### src/rtl/skinny_sbox_serial_ctrl.sv
// Serial two-share driver for the masked Skinny-64 S-box: one nibble per SBOX_LAT cycles.
// Optional macro FRESH_LFSR_EN sources fresh randomness from an internal 16-bit LFSR instead of rand_in.
module skinny_sbox_serial_ctrl #(
  parameter int unsigned SBOX_LAT  = 4,
  parameter logic [15:0] LFSR_SEED = 16'hACE1
) (
  input  logic        clk,
  input  logic        rst,
  input  logic        start,
  input  logic [63:0] st_s0,
  input  logic [63:0] st_s1,
  output logic        busy,
  output logic        done,
  output logic [63:0] res_s0,
  output logic [63:0] res_s1,
  output logic [3:0]  sb_x_s0,
  output logic [3:0]  sb_x_s1,
  output logic [3:0]  sb_fresh,
  input  logic [3:0]  sb_y_s0,
  input  logic [3:0]  sb_y_s1,
  input  logic [3:0]  rand_in
);

  localparam int unsigned   P_W    = (SBOX_LAT > 1) ? $clog2(SBOX_LAT) : 1;
  localparam logic [P_W-1:0] P_LAST = P_W'(SBOX_LAT - 1);

  typedef enum logic [1:0] {
    IDLE = 2'd0,
    RUN  = 2'd1,
    DONE = 2'd2
  } state_t;

  state_t         state_r, state_s;
  logic [3:0]     n_r, n_s;
  logic [P_W-1:0] p_r, p_s;
  logic [63:0]    in_s0_r, in_s0_s, in_s1_r, in_s1_s;
  logic [63:0]    res_s0_r, res_s0_s, res_s1_r, res_s1_s;
  logic [3:0]     fresh_r, fresh_s;
  logic [3:0]     sb_x_s0_r, sb_x_s0_s, sb_x_s1_r, sb_x_s1_s;
  logic           busy_r, busy_s, done_r, done_s;
  logic           nib_start_s;
  logic [3:0]     fresh_src_s;
  logic           unused_s;

`ifdef FRESH_LFSR_EN
  logic [15:0] lfsr_r, lfsr_s;

  function automatic logic [15:0] lfsr_step(input logic [15:0] l);
    return {l[14:0], l[15] ^ l[13] ^ l[12] ^ l[10]};
  endfunction

  assign fresh_src_s = lfsr_r[3:0];
  assign unused_s    = ^rand_in;

  // LFSR next value: steps only when a nibble starts
  always_comb begin
    lfsr_s = lfsr_r;
    if (nib_start_s) begin
      lfsr_s = lfsr_step(lfsr_r);
    end else begin
      lfsr_s = lfsr_r;
    end
  end

  // LFSR register
  always_ff @(posedge clk) begin
    if (rst) begin
      lfsr_r <= LFSR_SEED;
    end else begin
      lfsr_r <= lfsr_s;
    end
  end
`else
  assign fresh_src_s = rand_in;
  assign unused_s    = ^LFSR_SEED;
`endif

  // Next-state, counters, capture and next output values
  always_comb begin
    state_s     = state_r;
    n_s         = n_r;
    p_s         = p_r;
    in_s0_s     = in_s0_r;
    in_s1_s     = in_s1_r;
    res_s0_s    = res_s0_r;
    res_s1_s    = res_s1_r;
    nib_start_s = 1'b0;
    done_s      = 1'b0;
    case (state_r)
      IDLE: begin
        if (start) begin
          state_s     = RUN;
          in_s0_s     = st_s0;
          in_s1_s     = st_s1;
          n_s         = 4'd0;
          p_s         = '0;
          nib_start_s = 1'b1;
        end else begin
          state_s = IDLE;
        end
      end
      RUN: begin
        if (p_r == P_LAST) begin
          res_s0_s[{n_r, 2'b00} +: 4] = sb_y_s0;
          res_s1_s[{n_r, 2'b00} +: 4] = sb_y_s1;
          p_s = '0;
          if (n_r == 4'd15) begin
            state_s = DONE;
            done_s  = 1'b1;
          end else begin
            n_s         = n_r + 4'd1;
            nib_start_s = 1'b1;
          end
        end else begin
          p_s = p_r + {{(P_W-1){1'b0}}, 1'b1};
        end
      end
      DONE: begin
        state_s = IDLE;
      end
      default: begin
        state_s = IDLE;
      end
    endcase

    // Fresh value is held per nibble and cleared on leaving RUN so sb_fresh reads 0 outside it
    fresh_s = fresh_r;
    if (nib_start_s) begin
      fresh_s = fresh_src_s;
    end else if (state_s != RUN) begin
      fresh_s = 4'd0;
    end else begin
      fresh_s = fresh_r;
    end

    busy_s = (state_s == RUN);
    if (state_s == RUN) begin
      sb_x_s0_s = in_s0_s[{n_s, 2'b00} +: 4];
      sb_x_s1_s = in_s1_s[{n_s, 2'b00} +: 4];
    end else begin
      sb_x_s0_s = 4'd0;
      sb_x_s1_s = 4'd0;
    end
  end

  // State and datapath registers with synchronous reset
  always_ff @(posedge clk) begin
    if (rst) begin
      state_r   <= IDLE;
      n_r       <= 4'd0;
      p_r       <= '0;
      in_s0_r   <= 64'd0;
      in_s1_r   <= 64'd0;
      res_s0_r  <= 64'd0;
      res_s1_r  <= 64'd0;
      fresh_r   <= 4'd0;
      sb_x_s0_r <= 4'd0;
      sb_x_s1_r <= 4'd0;
      busy_r    <= 1'b0;
      done_r    <= 1'b0;
    end else begin
      state_r   <= state_s;
      n_r       <= n_s;
      p_r       <= p_s;
      in_s0_r   <= in_s0_s;
      in_s1_r   <= in_s1_s;
      res_s0_r  <= res_s0_s;
      res_s1_r  <= res_s1_s;
      fresh_r   <= fresh_s;
      sb_x_s0_r <= sb_x_s0_s;
      sb_x_s1_r <= sb_x_s1_s;
      busy_r    <= busy_s;
      done_r    <= done_s;
    end
  end

  assign busy     = busy_r;
  assign done     = done_r;
  assign res_s0   = res_s0_r;
  assign res_s1   = res_s1_r;
  assign sb_x_s0  = sb_x_s0_r;
  assign sb_x_s1  = sb_x_s1_r;
  assign sb_fresh = fresh_r;

endmodule

### config.mk
export PLATFORM = sky130hd
export DESIGN_NAME = skinny_sbox_serial_ctrl
export DESIGN_NICKNAME = d
export VERILOG_FILES = /design/src/rtl/skinny_sbox_serial_ctrl.sv
export SDC_FILE = /design/constraint.sdc
export NUM_CORES = 1
export LEC_CHECK = 0
export ABC_AREA = 1
export CORE_MARGIN = 2
export CORE_UTILIZATION = 50
export CTS_BUF_LIST = sky130_fd_sc_hd__clkbuf_4 sky130_fd_sc_hd__clkbuf_8 sky130_fd_sc_hd__clkbuf_16
export CTS_CLUSTER_SIZE = 20
export DETAILED_ROUTE_END_ITERATION = 12
export GPL_ROUTABILITY_DRIVEN = 0
export HOLD_SLACK_MARGIN = 0.08
export MAX_ROUTING_LAYER = met4
export PLACE_DENSITY = 0.8
export SLEW_MARGIN = 20
export SYNTH_ARGS = -nofsm -noshare
export SYNTH_HDL_FRONTEND = slang
export SYNTH_SLANG_ARGS = --single-unit
### constraint.sdc
create_clock -name clk -period 7.1 [get_ports clk]
set_input_delay 0.71 -clock clk [delete_from_list [all_inputs] [get_ports clk]]
set_output_delay 0.71 -clock clk [all_outputs]
set_load 0.005 [all_outputs]
Word-level counts from Yosys, hierarchy flattened
Index checks and enable logic that the tools add are counted.

Add/sub/neg operators: 3. Reductions and logical operators: 7. Shifts and indexed selects: 5. Mux-type cells: 24. Bitwise logic cells: 3. Eq/ne operators: 6.

Operator list (count): 64-bit two-way mux (4); 64-bit bitwise mux (2); 4-bit by 8-bit variable part select with 64-bit output (2); 64-bit by 7-bit variable part select with 4-bit output (2); 4-bit by 8-bit variable shift with 64-bit output, first input constant (1); 4-bit two-way mux (5); 2-bit two-way mux (4); 6-bit negator with 8-bit output (1); 2-bit case mux with 2 select lines (2); 4-bit case mux with 2 select lines (1); 1-bit two-way mux (5); 4-bit by 1-bit adder with 4-bit output, second input constant (1); 2-bit by 1-bit equality test with 1-bit output, second input constant (2); 4-bit equality test, second input constant (1); 2-bit AND reduction (2); 2-bit nonzero test (2); 1-bit NOT (3); 3-bit OR reduction (1); 2-bit by 1-bit adder with 2-bit output, second input constant (1); 2-bit equality test, second input constant (1); 2-bit logical NOT (1); 2-bit by 1-bit inequality test with 1-bit output, second input constant (1); 2-bit inequality test, second input constant (1); 1-bit case mux with 2 select lines (1); 2-bit OR reduction (1).

Bits of input ports: 143. Logic and storage cells: 60. Register bits: 278. Output and inout port bits: 142.

Longest topological paths before layout
Depth after elaboration: 7. Mapped depth: 14. Depth with buffers taken out: 11.

Worst setup path after synthesis
OpenSTA, ideal clock, no wires.

Path type: register -> register. Start: register n_r[0]. End: register res_s0_r[10], in the netlist res_s0[10]. Clock period less this slack: 2.330 ns. Setup slack: 4.770 ns. Data arrival time: 2.260 ns. Buffers on the path: 4. Cell stages (with the launch flop): 13. Required time: 7.030 ns. Cells stage by stage: dfxtp_1 > inv_1 > buf_2 > buf_1 > ha_1 > buf_2 > nand3_2 > nor2_2 > inv_2 > nor2_4 > buf_6 > o21ai_0 > a21oi_1.

Word-level cells in the longest chain between the ends: 3. Elaborated cells on any way between the ends: 4.

Ends and longest elaborated chain: from (decl) (line 34) `logic [3:0] n_r, n_s;`; from (signal assigned) (line 163) `n_r <= n_s;`; 6-bit negator with 8-bit output * (line 104) `res_s0_s[{n_r, 2'b00} +: 4] = sb_y_s0;`; 4-bit by 8-bit variable part select with 64-bit output or 4-bit by 8-bit variable shift with 64-bit output (tied branches) (line 104); 64-bit bitwise mux * (line 104); to (signal assigned) (line 167) `res_s0_r <= res_s0_s;`; to (decl) (line 37) `logic [63:0] res_s0_r, res_s0_s, res_s1_r, res_s1_s;`.

Mark *: on every way between the ends. The rest lies on a longest branch, timed or not. A chain may end at the register's enable or synchronous reset.

Worst setup path in the final report
Start: register state_r[0]. End: register sb_x_s1_r[1], in the netlist sb_x_s1[1].

Word-level cells in the longest chain between the ends: 6. Elaborated cells on any way between the ends: 11.

Ends and longest elaborated chain: from (decl) (line 33) `state_t state_r, state_s;`; from (signal assigned) (line 162) `state_r <= state_s;`; parallel branches: the longest is 6 deep, another holds 64-bit by 7-bit variable part select with 4-bit output; to (signal assigned) (line 171) `sb_x_s1_r <= sb_x_s1_s;`; to (decl) (line 39) `logic [3:0] sb_x_s0_r, sb_x_s0_s, sb_x_s1_r, sb_x_s1_s;`.

Parallel ways; which one is timed is not known.

==> metrics.yaml <==
place:
  dpl.cell_count: 2145
  io_buffer_count: 284
  pre_cts_slack_ns: 2.14
  hpwl_um: 24900
route:
  vias: 11400
  drtIter0Drc: 1394
  post_drt_wl_per_cell_um: 16.0
  viasPerCell: 5.19
  ant_nets: 0
  firstDrtPassIters: 6
  drc: 0
  wl_um: 35200
grt:
  grt_usage: 0.280
  grt_pass1_vias: 10300
  gr-total-overflow: 0
  grt_pass1_wl_um: 53800
  antenna_found_initial: 1
  grt_max_degree: 216
cts:
  cts_buffer_depth: 3
  post_cts_buffers: 0
  cts_resized: 0
  cts.sinks: 278
  cts_made_buffers: 28
  cts_tree: "done"
  clk_pin_slew_ns: 0.07
  clk_latency_ns: 0.54
  cts_max_level: 1
  clock-root-buffer: "clkbuf_16"
  cts_hold_buf: 0
sta:
  worstMarginPinSlew_ns: 1.12
  max_slew_margin: 0.254
  setup_viol_count_final: 0
  finClkSkew_ns: 0.0160
  post-route-min-period_ns: 3.91
  fin_crit_sh: 0.551
  worst_slack_ns: 3.19
  rsz0062_at_grt: "false"
  finalSetupTns_ns: 0
  hold_viol_final: 0
  fmax_mhz: 256
  slew_violations: 0
yosys:
  synth_area_um2: 11900
  yosysTopAreaCell: "dfxtp_1"
  synth_area_leaders: "dfxtp_1 47%, nand3_1 8.1%, o21ai_0 8.1%"
  synth_cells: 1644
  synth_seq_cells: 278
  seq_area_frac_synth: 0.467
  syn_area_per_cell_um2: 7.25
  yosysUniqueCellTypes: 35
  synth_top_area_frac: 0.467
  syn_nets: 1792
  yosys_warnings: 0
worst_setup_path:
  r2r-start: "state_r[0]$_SDFF_PP0_"
  reg2reg_to: "sb_x_s1[1]$_SDFF_PP0_"
  r2r_slack_ns: 3.19
  critPathMaxFanout: 215
  r2r_cells: 10
  cp.required_ns: 7.50
  critPathArrivalTime_ns: 4.31
  end_kind: "flop"
  cp-start-kind: "flop"
  path_class: "flop to flop"
floorplanning:
  coreArea_um2: 23400
  dieArea_um2: 25100
  fp.dieH_um: 158
  placementRows: 56
  fp.dieW_um: 158
  io_pins: 285
  start_util: 0.509
min_path:
  hold_class: "flop to flop"
  holdCritStartpoint: "res_s0[36]$_SDFFE_PP0P_"
  holdPathEnd: "res_s0[36]$_SDFFE_PP0P_"
  min_path_cells: 2
power:
  peakVddDrop_mv: 0.159
  power_density_nw_per_um2: 230
  p_leak_nw: 6.48
cells_and_area:
  drive_above_1_share: 0.0607
  mostFrequentLayoutCell: "clkdlybuf4s50_1"
  area_growth_pct: 31.8
  stdcell_count: 2198
  mostFrequentLayoutCells: "283 x clkdlybuf4s50_1, 278 x dfxtp_1, 255 x nand2_1"
  fin_nets: 2004
run:
  max-cap-violations: 0
status:
  status: "completed"
[cell type report]
class / instances / area [µm²]
fill: 1968 / 7690
sequential: 278 / 5570
multi-input combinational: 1074 / 5190
timing repair buffer: 288 / 2870
clock buffer: 44 / 870
inverter: 186 / 699
tap: 319 / 399
clock inverter: 8 / 115
antenna: 1 / 2.50
[worst max path at each step]
stage	slack (ns)	cells after the start	to	start
after CTS	2.49	10	sb_x_s1[1]$_SDFF_PP0_	state_r[0]$_SDFF_PP0_
after global placement	2.32	11	sb_x_s1[0]$_SDFF_PP0_	start
after detailed placement	2.14	11	sb_x_s1[0]$_SDFF_PP0_	start
final	3.19	10	sb_x_s1[1]$_SDFF_PP0_	state_r[0]$_SDFF_PP0_
after floorplan	4.77	12	res_s0[10]$_SDFFE_PP0P_	n_r[0]$_SDFF_PP0_
after global routing	2.79	10	sb_x_s1[0]$_SDFF_PP0_	state_r[0]$_SDFF_PP0_
[state kept, by name, summed over array words and instances (netlist names)]
name	cells
p_r	2
in_s0_r	64
state_r	2
sb_x_s0	4
res_s1	64
res_s0	64
n_r	4
sb_x_s1	4
in_s1_r	64
busy	1
sb_fresh	4
done	1
[metal layers]
| layer | share of wire | vias up | track usage |
|---|---|---|---|
| met5 | 0 | - | - |
| met4 | 0.034 | 0 | 0.103 |
| met3 | 0.083 | 71 | 0.0370 |
| met2 | 0.47 | 544 | 0.465 |
| met1 | 0.41 | 5058 | 0.350 |
| li1 | - | 5729 | - |
[power breakdown]
group	internal, mW	total [mW]	leakage, nW	switching (mW)
combinational	0.172	0.421	3.70	0.250
sequential	1.63	1.65	2.27	0.0214
clock	0.949	1.55	0.501	0.600
[worst max-delay path, stage by stage, from the launching register on]
cell     delay, ns
dfxtp_1       0.36
nor2_4        0.69
nand2_8       0.74
nand2_1       0.36
nand2_4       0.40
nand2_4       0.65
nand2_1       0.14
nand3_1       0.09
nand3_1       0.08
nand3_1       0.15
a21oi_1       0.08
[synthesized netlist by cell type, drive strengths merged]
cell,instances
nor3,17
nand3b,32
nand4,4
clkbuf,48
o2111ai,1
xor2,1
nor4,1
inv,179
nand3,198
dfxtp,278
nor2,215
or2,17
o31ai,1
a21oi,108
clkinv,7
ha,5
nand2,262
a211oi,14
o21ai,198
buf,58
[stage by stage]
stage	utilization	instance area, µm²	total power [mW]	hold WS, ns
after floorplan	-	11900	1.92	0.429
after global placement	0.628	14700	2.09	0.432
after detailed placement	0.628	14700	2.10	0.436
after CTS	0.670	15700	3.63	0.448
after global routing	0.671	15700	3.76	0.472
final	0.671	15700	3.62	0.445
[logic make-up (layout without fill, tap and decap cells)]
family          after synthesis  after routing  synth area share
simple gates                746            746             0.285
compound gates              322            322             0.140
buf+inv                     292            526             0.101
flops                       278            278             0.467
fa+ha+maj                     5              5           0.00525
xor+xnor                      1              1           0.00137
other cells                   0              1                 0
Power figures use the tool's default switching activity.
